`src/rtl/mc_pkg.sv`:
```
// Shared definitions for the windowed compare-statistics block.
//   mc_state_e : FSM encoding (ACCUM = collecting pairs, HOLD = result pending)
//   MC_WIDTH / MC_WIN / MC_CNT_W : default parameter values for mc_window_stats
package mc_pkg;

   typedef enum logic {
      ACCUM = 1'b0,
      HOLD  = 1'b1
   } mc_state_e;

   localparam int MC_WIDTH = 4;
   localparam int MC_WIN   = 8;
   localparam int MC_CNT_W = 8;

endpackage : mc_pkg

```
`src/rtl/mc_cmp_core.sv`:
```
// Unsigned magnitude compare of two operands. Exactly one output is high.
// Ports:
//   a, b : operands (WIDTH bits, unsigned)
//   gt   : a > b
//   eq   : a == b
//   lt   : a < b
module mc_cmp_core #(
   parameter int WIDTH = 4
) (
   input  logic [WIDTH-1:0] a,
   input  logic [WIDTH-1:0] b,
   output logic             gt,
   output logic             eq,
   output logic             lt
);

   always_comb begin
      gt = (a > b);
      eq = (a == b);
      lt = (a < b);
   end

endmodule : mc_cmp_core

```
`src/rtl/mc_window_stats.sv`:
```
// Windowed compare statistics. Accepts WIN operand pairs, counts how many
// had a>b, a==b and a<b (and optionally the largest a), then holds the
// result until the consumer takes it.
//
// Optional feature: define MC_WINDOW_MAX_EN to track max_a; otherwise max_a
// is tied to zero and no tracking register exists.
//
// Ports:
//   clk        : rising-edge clock
//   rst        : synchronous active-low reset
//   in_valid   : operand pair valid       in_ready : pair accepted this cycle
//   a, b       : operands
//   clear      : discard the partial window (ignored while a result is held)
//   out_valid  : window result valid      out_ready : consumer takes result
//   gt_cnt, eq_cnt, lt_cnt : per-window compare counts
//   max_a      : largest a of the window
//
// state | meaning
// ------+--------------------------------------------------------------
// ACCUM | collecting pairs; counts are running totals
// HOLD  | WIN pairs collected; result frozen until out_ready
module mc_window_stats
   import mc_pkg::*;
#(
   parameter int WIDTH = MC_WIDTH,
   parameter int WIN   = MC_WIN,
   parameter int CNT_W = MC_CNT_W
) (
   input  logic             clk,
   input  logic             rst,
   input  logic             in_valid,
   output logic             in_ready,
   input  logic [WIDTH-1:0] a,
   input  logic [WIDTH-1:0] b,
   input  logic             clear,
   output logic             out_valid,
   input  logic             out_ready,
   output logic [CNT_W-1:0] gt_cnt,
   output logic [CNT_W-1:0] eq_cnt,
   output logic [CNT_W-1:0] lt_cnt,
   output logic [WIDTH-1:0] max_a
);

   if ((WIN < 1) || (WIN > 255) || (WIN > (2 ** CNT_W) - 1)) begin : g_bad_params
      $error("mc_window_stats: WIN must be 1..255 and fit in CNT_W bits");
   end

   localparam logic [CNT_W-1:0] LAST_IDX = CNT_W'(WIN - 1);

   mc_state_e        state_q, state_d;
   logic [CNT_W-1:0] gt_q, gt_d;
   logic [CNT_W-1:0] eq_q, eq_d;
   logic [CNT_W-1:0] lt_q, lt_d;
   logic [CNT_W-1:0] smp_q, smp_d;

   logic cmp_gt, cmp_eq, cmp_lt;
   logic take;       // pair counted this edge (clear wins over accept)
   logic win_zero;   // window contents discarded this edge

   mc_cmp_core #(.WIDTH(WIDTH)) u_cmp (
      .a  (a),
      .b  (b),
      .gt (cmp_gt),
      .eq (cmp_eq),
      .lt (cmp_lt)
   );

   assign in_ready  = (state_q == ACCUM);
   assign out_valid = (state_q == HOLD);

   assign take     = in_valid && (state_q == ACCUM) && !clear;
   assign win_zero = ((state_q == ACCUM) && clear) || ((state_q == HOLD) && out_ready);

   always_comb begin
      state_d = state_q;
      gt_d    = gt_q;
      eq_d    = eq_q;
      lt_d    = lt_q;
      smp_d   = smp_q;
      if (win_zero) begin
         gt_d  = '0;
         eq_d  = '0;
         lt_d  = '0;
         smp_d = '0;
         if (state_q == HOLD) begin
            state_d = ACCUM;
         end
      end else if (take) begin
         gt_d  = gt_q + CNT_W'(cmp_gt);
         eq_d  = eq_q + CNT_W'(cmp_eq);
         lt_d  = lt_q + CNT_W'(cmp_lt);
         smp_d = smp_q + CNT_W'(1);
         if (smp_q == LAST_IDX) begin
            state_d = HOLD;
         end
      end
   end

   always_ff @(posedge clk) begin
      if (!rst) begin
         state_q <= ACCUM;
         gt_q    <= '0;
         eq_q    <= '0;
         lt_q    <= '0;
         smp_q   <= '0;
      end else begin
         state_q <= state_d;
         gt_q    <= gt_d;
         eq_q    <= eq_d;
         lt_q    <= lt_d;
         smp_q   <= smp_d;
      end
   end

   assign gt_cnt = gt_q;
   assign eq_cnt = eq_q;
   assign lt_cnt = lt_q;

`ifdef MC_WINDOW_MAX_EN
   logic [WIDTH-1:0] max_q, max_d;

   // First sample of a window loads unconditionally so no stale value leaks in.
   always_comb begin
      max_d = max_q;
      if (win_zero) begin
         max_d = '0;
      end else if (take && ((smp_q == '0) || (a > max_q))) begin
         max_d = a;
      end
   end

   always_ff @(posedge clk) begin
      if (!rst) begin
         max_q <= '0;
      end else begin
         max_q <= max_d;
      end
   end

   assign max_a = max_q;
`else
   assign max_a = '0;
`endif

endmodule : mc_window_stats

```
`config.mk`:
```
export PLATFORM = sky130hd
export DESIGN_NAME = mc_window_stats
export DESIGN_NICKNAME = d
export VERILOG_FILES = /design/src/rtl/mc_pkg.sv /design/src/rtl/mc_cmp_core.sv /design/src/rtl/mc_window_stats.sv
export SDC_FILE = /design/constraint.sdc
export NUM_CORES = 1
export LEC_CHECK = 0
export CAP_MARGIN = 20
export CORE_MARGIN = 2
export CORE_UTILIZATION = 25
export CTS_BUF_LIST = sky130_fd_sc_hd__clkbuf_8
export CTS_CLUSTER_DIAMETER = 150
export DETAILED_ROUTE_END_ITERATION = 16
export GPL_ROUTABILITY_DRIVEN = 0
export PLACE_DENSITY = 0.44
export SLEW_MARGIN = 10
export SYNTH_ARGS = -nofsm -noshare
export SYNTH_HDL_FRONTEND = slang
export SYNTH_SLANG_ARGS = --single-unit
export TNS_END_PERCENT = 20
```
`constraint.sdc`:
```
create_clock -name clk -period 3.33 [get_ports clk]
set_clock_uncertainty 0.15 [all_clocks]
set_input_delay 0.999 -clock clk [delete_from_list [all_inputs] [get_ports clk]]
set_output_delay 0.999 -clock clk [all_outputs]
set_load 0.05 [all_outputs]
```
# After elaboration in Yosys (flattened, before gate mapping)
# Index checks and enable logic that the tools add are counted.
# Widths: inputs -> output; s select.
[word_totals] register_bits=33 out_inout_bits=30 in_bits=13 elab_cells=23
[op_classes] n_lt_le_gt_ge=2 bitwise=2 eq_ne=2 addsub=4 reduce_logical=8
[ops] cell="$add 8x1->8" count=3
[ops] cell="$add 8x1->8 const B" count=1
[ops] cell="$eq 8x3->1 const B" count=1
[ops] cell="$eq 4x4->1" count=1
[ops] cell="$gt 4x4->1" count=1
[ops] cell="$logic_and 1x1->1" count=4
[ops] cell="$lt 4x4->1" count=1
[ops] cell="$not 1->1" count=2
[ops] cell="$reduce_and 2->1" count=1
[ops] cell="$reduce_or 2->1" count=1
[ops] cell="$logic_not 1->1" count=1
[ops] cell="$logic_or 1x1->1" count=1

# Logic depth before layout (Yosys ltp)
# Gate-level depths: netlist of the first run.
[logic_depth] word_depth=4 mapped_depth=10 mapped_depth_nobuf=10

# By module
# From an unflattened synthesis of the first run, not the netlist that was laid out.
[hier_totals] cells_unflattened=197 hier_area_um2=1682.9
[modules_own_cells] module="mc_window_stats" instances=1 seq_area_each_um2=660.6 area_each_um2=1554.0 cells_per_inst=181
[modules_own_cells] module="mc_cmp_core" instances=1 seq_area_each_um2=0.0 area_each_um2=128.9 cells_per_inst=16

# Worst setup path after synthesis of the first run
# OpenSTA, ideal clock, no wires.
[synth_path] path_type="input to register" start="input port b[1]" end="register lt_q[6], in the netlist lt_cnt[6]" stages=10 path_buffers=0 path_slack_ns=0.350 arrival_ns=2.710 setup_ns=0.120 t_required_ns=3.060 path_cell_list="inv_1 > ha_1 > nor2b_1 > o21bai_1 > and2_1 > ha_1 > ha_1 > nor4bb_1 > nand3_1 > mux2i_1"
[synth_via] elab_chain_len=2
[synth_lines] item="from (decl)" line="mc_window_stats.sv:34" source="input logic [WIDTH-1:0] b,"
[synth_lines] item="$lt 4x4->1" line="mc_cmp_core.sv:20" source="lt = (a < b);"
[synth_lines] item="$add 8x1->8" line="mc_window_stats.sv:91" source="lt_d = lt_q + CNT_W'(cmp_lt);"
[synth_lines] item="to (signal assigned)" line="mc_window_stats.sv:110" source="lt_q <= lt_d;"
[synth_lines] item="to (decl)" line="mc_window_stats.sv:53" source="logic [CNT_W-1:0] lt_q, lt_d;"
# Every way passes these cells.
# A chain may end at the register's enable or synchronous reset.

# Final worst setup path of the first run
[layout_path] start="input port b[3]" end="register gt_q[6], in the netlist gt_cnt[6]"
[layout_via] elab_chain_len=2
[layout_lines] item="$gt 4x4->1" line="mc_cmp_core.sv:18" source="gt = (a > b);"
[layout_lines] item="$add 8x1->8" line="mc_window_stats.sv:89" source="gt_d = gt_q + CNT_W'(cmp_gt);"
[layout_lines] item="to (signal assigned)" line="mc_window_stats.sv:108" source="gt_q <= gt_d;"
[layout_lines] item="to (decl)" line="mc_window_stats.sv:51" source="logic [CNT_W-1:0] gt_q, gt_d;"
# Every way passes these cells.

==> results of run 1 <==
## layout by cell type (no fill, tap or decap), drive strengths merged, types with 5 or more instances in the layout
| cell | instances |
|---|---|
| o31ai | 10 |
| nor2 | 6 |
| nand3 | 10 |
| buf | 14 |
| inv | 12 |
| clkbuf | 5 |
| nand2 | 22 |
| ha | 11 |
| nand4 | 9 |
| dfxtp | 33 |
| or4 | 10 |
| clkdlybuf4s50 | 38 |
| a21oi | 27 |
| xnor2 | 5 |
## area by class of cell
type                    count  share of cell area
well taps                  77             0.04171
clock buffers               5             0.02979
flip-flops and latches     33              0.2860
clock inverters             3            0.004875
repair buffers             52              0.2156
multi-input cells         145              0.4074
inverters                   9             0.01463
## layer usage
| metal | share of wire | vias up |
|---|---|---|
| met2 | 0.43 | 52 |
| met1 | 0.49 | 690 |
| met5 | 0 | - |
| li1 | - | 811 |
| met4 | 0.017 | 0 |
| met3 | 0.069 | 5 |
## per-stage QoR
step,instances,TNS [ns],worst slack [ns]
global route,324,0,0.001022
floorplan,199,0,0.3503
finish,324,0,0.1936
detailed placement,316,-0.5269,-0.1190
CTS,324,0,0.1660
global placement,316,-0.4662,-0.08631
## final timing paths
| kind | from | to | slack [ns] |
|---|---|---|---|
| setup / recovery | b[3] | gt_cnt[6] | 0.19 |
| hold / removal | smp_q[1] | smp_q[1] | 0.33 |
| setup reg to reg | out_valid | eq_cnt[5] | 1.40 |
| hold reg to reg | smp_q[1] | smp_q[1] | 0.33 |
## power by group through the flow
stage | combinational [mW] | clock (mW) | sequential [mW]
final | 0.0769 | 0.283 | 0.397
after CTS | 0.0779 | 0.297 | 0.397
after global routing | 0.0871 | 0.312 | 0.397
after detailed placement | 0.0776 | 0 | 0.406
after global placement | 0.0777 | 0 | 0.406
after floorplan | 0.0450 | 0 | 0.409
## worst min-delay path: cells and delay by family (launching register included)
kind | cells | cell delay, ns
simple gates | 1 | 0.06
flops | 1 | 0.33
compound gates | 1 | 0.05
## state kept, by name, indices dropped and copies added, names as in the netlist
register / cells
eq_cnt: 8
out_valid: 1
lt_cnt: 8
gt_cnt: 8
smp_q: 8
## cell families after synthesis
family / synth area share
AOI/OAI and AO/OA: 0.1564
xor gates and xnor gates: 0.02594
adders and majority gates: 0.08154
buffers and inverters: 0.06523
DFF: 0.3914
muxes: 0.02372
other: 0.002222
and+or+nand+nor: 0.2535
==> flow_summary.json, run 1 <==
{
  "status": "complete, no violations",
  "antenna_found_initial": 0,
  "hp-class": "register to register",
  "endpoint_kind": "register",
  "multi_input_area_um2": 940.9,
  "critPathKind": "primary input to register",
  "p_leak_nw": 0.8080,
  "htreeDepth": 2,
  "grt_pass1_vias": 1438,
  "cp_max_fo": 2,
  "hold_buffers": 0,
  "layout-drive-gt1-share": 0.1012,
  "fill_cells": 663,
  "yosysTopAreaCellShare": 0.3914,
  "met2_usage": 0.1776,
  "num_vias": 1558,
  "whs_path_depth": 2,
  "pwr-share-seq": 0.525,
  "comb_power_share": 0.102,
  "grt_setup_unrepaired": "false",
  "synth-seq-cells": 33,
  "total_power_uw": 756.7,
  "syn-instance-count": 196,
  "viasPerCell": 4.809,
  "cts_tree": "done",
  "cts_resized": 0,
  "p_int_uw": 568.0,
  "cts_setup_buffers": 0,
  "worst-path-stages": 11,
  "crit_chain": "clkdlybuf4s50_1 -> inv_1 -> ha_1 -> nand2_1 -> o21bai_1 -> a21oi_1 -> ha_2 -> ha_1 -> inv_1 -> or4_1 -> a21oi_2",
  "critPathBufInv": 3,
  "period_share": 0.9419,
  "postLayoutCellArea_um2": 2310,
  "clockBufferDepth": 2,
  "synth_top_cell_by_area": "dfxtp_1",
  "switching_power_uw": 188.7,
  "post-route-util": 0.3596,
  "ys_top_cells_by_count": "dfxtp_1 (33), a21oi_1 (27), nand2_1 (22)",
  "async_flop_share": 0,
  "n_antenna_cell": 0,
  "root_buffer": "clkbuf_8",
  "fp.dieArea_um2": 7424,
  "synth_edf_count": 0,
  "start_util": 0.2628,
  "yosysWarnings": 0,
  "hpwl_um": 2834,
  "floorplan.io_pins": 43,
  "die_h_um": 86.17,
  "design.core.area_um2": 6422,
  "worstPathArrival_ns": 3.20,
  "clock.fmax_mhz": 318.8,
  "grt_use_met3": 0.04042,
  "finalSetupViolations": 0,
  "dr.first_iter.drc_count": 30,
  "postRouteAntennaNets": 0,
  "relSlewSlack": 0.6538,
  "first_pass_iters": 4,
  "drt_wl_total_um": 4033,
  "crit_path_max_incr_delay_ns": 0.51,
  "syn_area_um2": 1688,
  "drv_slew": 0,
  "clock_latency_ns": 0.28,
  "grt_pass1_wl_um": 6679,
  "clock_power_share": 0.373,
  "start_kind": "primary input",
  "die_w_um": 86.17,
  "synth.distinct_cells": 29,
  "track_usage": 0.1146,
  "grt_max_degree": 36,
  "swShare": 0.2494,
  "row_count": 29,
  "synth_most_common_cell": "dfxtp_1",
  "nets": 270,
  "crit_required_ns": 3.40,
  "crit_family": "adder cells",
  "ys_top_cells_by_area": "dfxtp_1 (39%), ha_1 (8.2%), a21oi_1 (8.0%)",
  "overflow": 0,
  "regArea_um2": 660.6,
  "maxCapViolCount": 0,
  "syn-mean-instance-area_um2": 8.612,
  "avgRoutedWirePerCell_um": 12.45,
  "ys_seq_area_frac": 0.3914,
  "clkSlewWorstSetupHoldPaths_ns": 0.07,
  "holdWs_ns": 0.3276,
  "ir_worst_vdd_uv": 142.1,
  "top_usage_layer": "met2",
  "syn_to_final_growth_pct": 36.84,
  "drc": 0,
  "grt_util_met1": 0.1461,
  "rr_worst_depth": 4,
  "worst_slew_pin_slew_ns": 0.5177,
  "cts_made_buffers": 5,
  "post-route-min-period_ns": 3.136,
  "slowest_stage": "or4_1",
  "power_density_nw_per_um2": 327.6,
  "place_area_um2": 2217,
  "cts.sinks": 33,
  "synth_flop_cell": "dfxtp_1",
  "finalHoldViolations": 0,
  "portBuffers": 38
}
No activity file was read; power rests on OpenSTA's default activity.
==> run 2: changes to the inputs <==
- DONT_BUFFER_PORTS: default -> 1
- PLACE_DENSITY: 0.44 -> 0.36
==> flow_summary.json, run 2 (same netlist as run 1, synthesis figures left out) <==
{
  "grt_setup_unrepaired": "false",
  "num_vias": 1437,
  "start_kind": "primary input",
  "grt_pass1_vias": 1387,
  "avgRoutedWirePerCell_um": 14.67,
  "clockBufferDepth": 2,
  "root_buffer": "clkbuf_8",
  "critPathKind": "primary input to register",
  "grt_max_degree": 20,
  "cts_tree": "done",
  "dr.first_iter.drc_count": 33,
  "portBuffers": 0,
  "whs_path_depth": 2,
  "crit_family": "simple AND/OR/NAND/NOR gates",
  "crit_chain": "inv_1 -> ha_1 -> nand2_1 -> o21bai_1 -> a21oi_1 -> ha_1 -> ha_1 -> nor4bb_1 -> and3_1 -> mux2i_1",
  "row_count": 29,
  "worstHoldStart": "smp_q[7]",
  "worstPathArrival_ns": 2.80,
  "hold_end": "smp_q[7]",
  "fp.dieArea_um2": 7424,
  "track_usage": 0.1177,
  "status": "complete, no violations",
  "period_share": 0.8211,
  "met2_usage": 0.1825,
  "antenna_found_initial": 0,
  "crit_top_cell": "ha_1",
  "post-route-min-period_ns": 2.734,
  "critPathBufInv": 1,
  "design.core.area_um2": 6422,
  "clock_latency_ns": 0.28,
  "maxCapViolCount": 0,
  "endpoint_kind": "register",
  "postRouteAntennaNets": 0,
  "viasPerCell": 5.151,
  "ir_worst_vdd_uv": 108.7,
  "place.detailed.instances": 272,
  "post-route-util": 0.2905,
  "layout-drive-gt1-share": 0.08416,
  "finalHoldViolations": 0,
  "drt_wl_total_um": 4093,
  "start_util": 0.2628,
  "die_w_um": 86.17,
  "layout_commonest_cell": "dfxtp_1",
  "syn_to_final_growth_pct": 10.53,
  "cts.sinks": 33,
  "cts_made_buffers": 5,
  "fin_tns_setup_ns": 0,
  "clock.fmax_mhz": 365.7,
  "r2r_slack_ns": 1.26,
  "nets": 226,
  "rr_worst_depth": 5,
  "setup_ws_ns": 0.5956,
  "crit_required_ns": 3.39,
  "hpwl_um": 2941,
  "drv_slew": 0,
  "power_density_nw_per_um2": 404.3,
  "worst_slew_pin_slew_ns": 0.7181,
  "clkSlewWorstSetupHoldPaths_ns": 0.07,
  "cts_setup_buffers": 0,
  "finalSetupViolations": 0,
  "holdWs_ns": 0.3267,
  "grt_util_met1": 0.1422,
  "layoutNonFillerInstCount": 279,
  "slowest_stage": "nor4bb_1",
  "layout_common_cells": "dfxtp_1 (33), a21oi_1 (27), nand2_1 (22)",
  "floorplan.io_pins": 43,
  "cts_resized": 0,
  "grt_pass1_wl_um": 6796,
  "cp_max_fo": 2,
  "p_leak_nw": 0.6372,
  "htreeDepth": 2,
  "die_h_um": 86.17,
  "grt_use_met3": 0.06064,
  "n_antenna_cell": 0,
  "top_usage_layer": "met2",
  "timing.rr.end": "gt_cnt[4]",
  "hold_buffers": 0,
  "relSlewSlack": 0.5147,
  "timing.rr.start": "gt_cnt[0]",
  "drc": 0,
  "crit_path_max_incr_delay_ns": 0.34,
  "first_pass_iters": 4,
  "overflow": 0,
  "hp-class": "register to register",
  "dp_slack_ns": 0.2967
}
[run 2: area by class of cell]
cell class | instances | area (µm²)
clock inverters | 1 | 3.754
fillers | 687 | 4557
multi-input cells | 145 | 928.4
well taps | 77 | 96.34
clock buffers | 6 | 82.58
flip-flops and latches | 33 | 660.6
repair buffers | 8 | 60.06
inverters | 9 | 33.78
[run 2: metrics by stage]
stage	power, mW	instance area (µm²)
3_3_place_gp	0.4601	1779
3_5_place_dp	0.4617	1779
2_1_floorplan	0.4540	1699
5_1_grt	0.7896	1866
4_1_cts	0.7662	1866
6_report	0.7542	1866
[run 2: layer usage]
layer / vias up / routed length, µm
met5: - / 0
met4: 0 / 56
met3: 5 / 361
met2: 35 / 1828
met1: 682 / 1847
li1: 715 / -
[run 2: power breakdown]
part | switching, mW | internal, mW | total (mW)
Sequential | 0.00450 | 0.396 | 0.400
Combinational | 0.0359 | 0.0160 | 0.0519
Clock | 0.141 | 0.161 | 0.302
Total | 0.181 | 0.573 | 0.754
[run 2: worst max path at each step]
stage / from / endpoint / slack (ns) / depth (start not counted)
detailed placement: b[3] / gt_cnt[4] / 0.30 / 10
finish: b[3] / gt_cnt[4] / 0.60 / 10
floorplan: b[1] / lt_cnt[6] / 0.35 / 10
global placement: b[3] / gt_cnt[4] / 0.31 / 10
CTS: b[3] / gt_cnt[4] / 0.59 / 10
global route: b[3] / gt_cnt[4] / 0.40 / 10
[run 2: worst reg2reg max path, stage by stage, from the launching register on]
cell      delay, ns
dfxtp_1        0.66
ha_1           0.27
ha_1           0.17
nor4bb_1       0.34
and3_1         0.25
mux2i_1        0.17
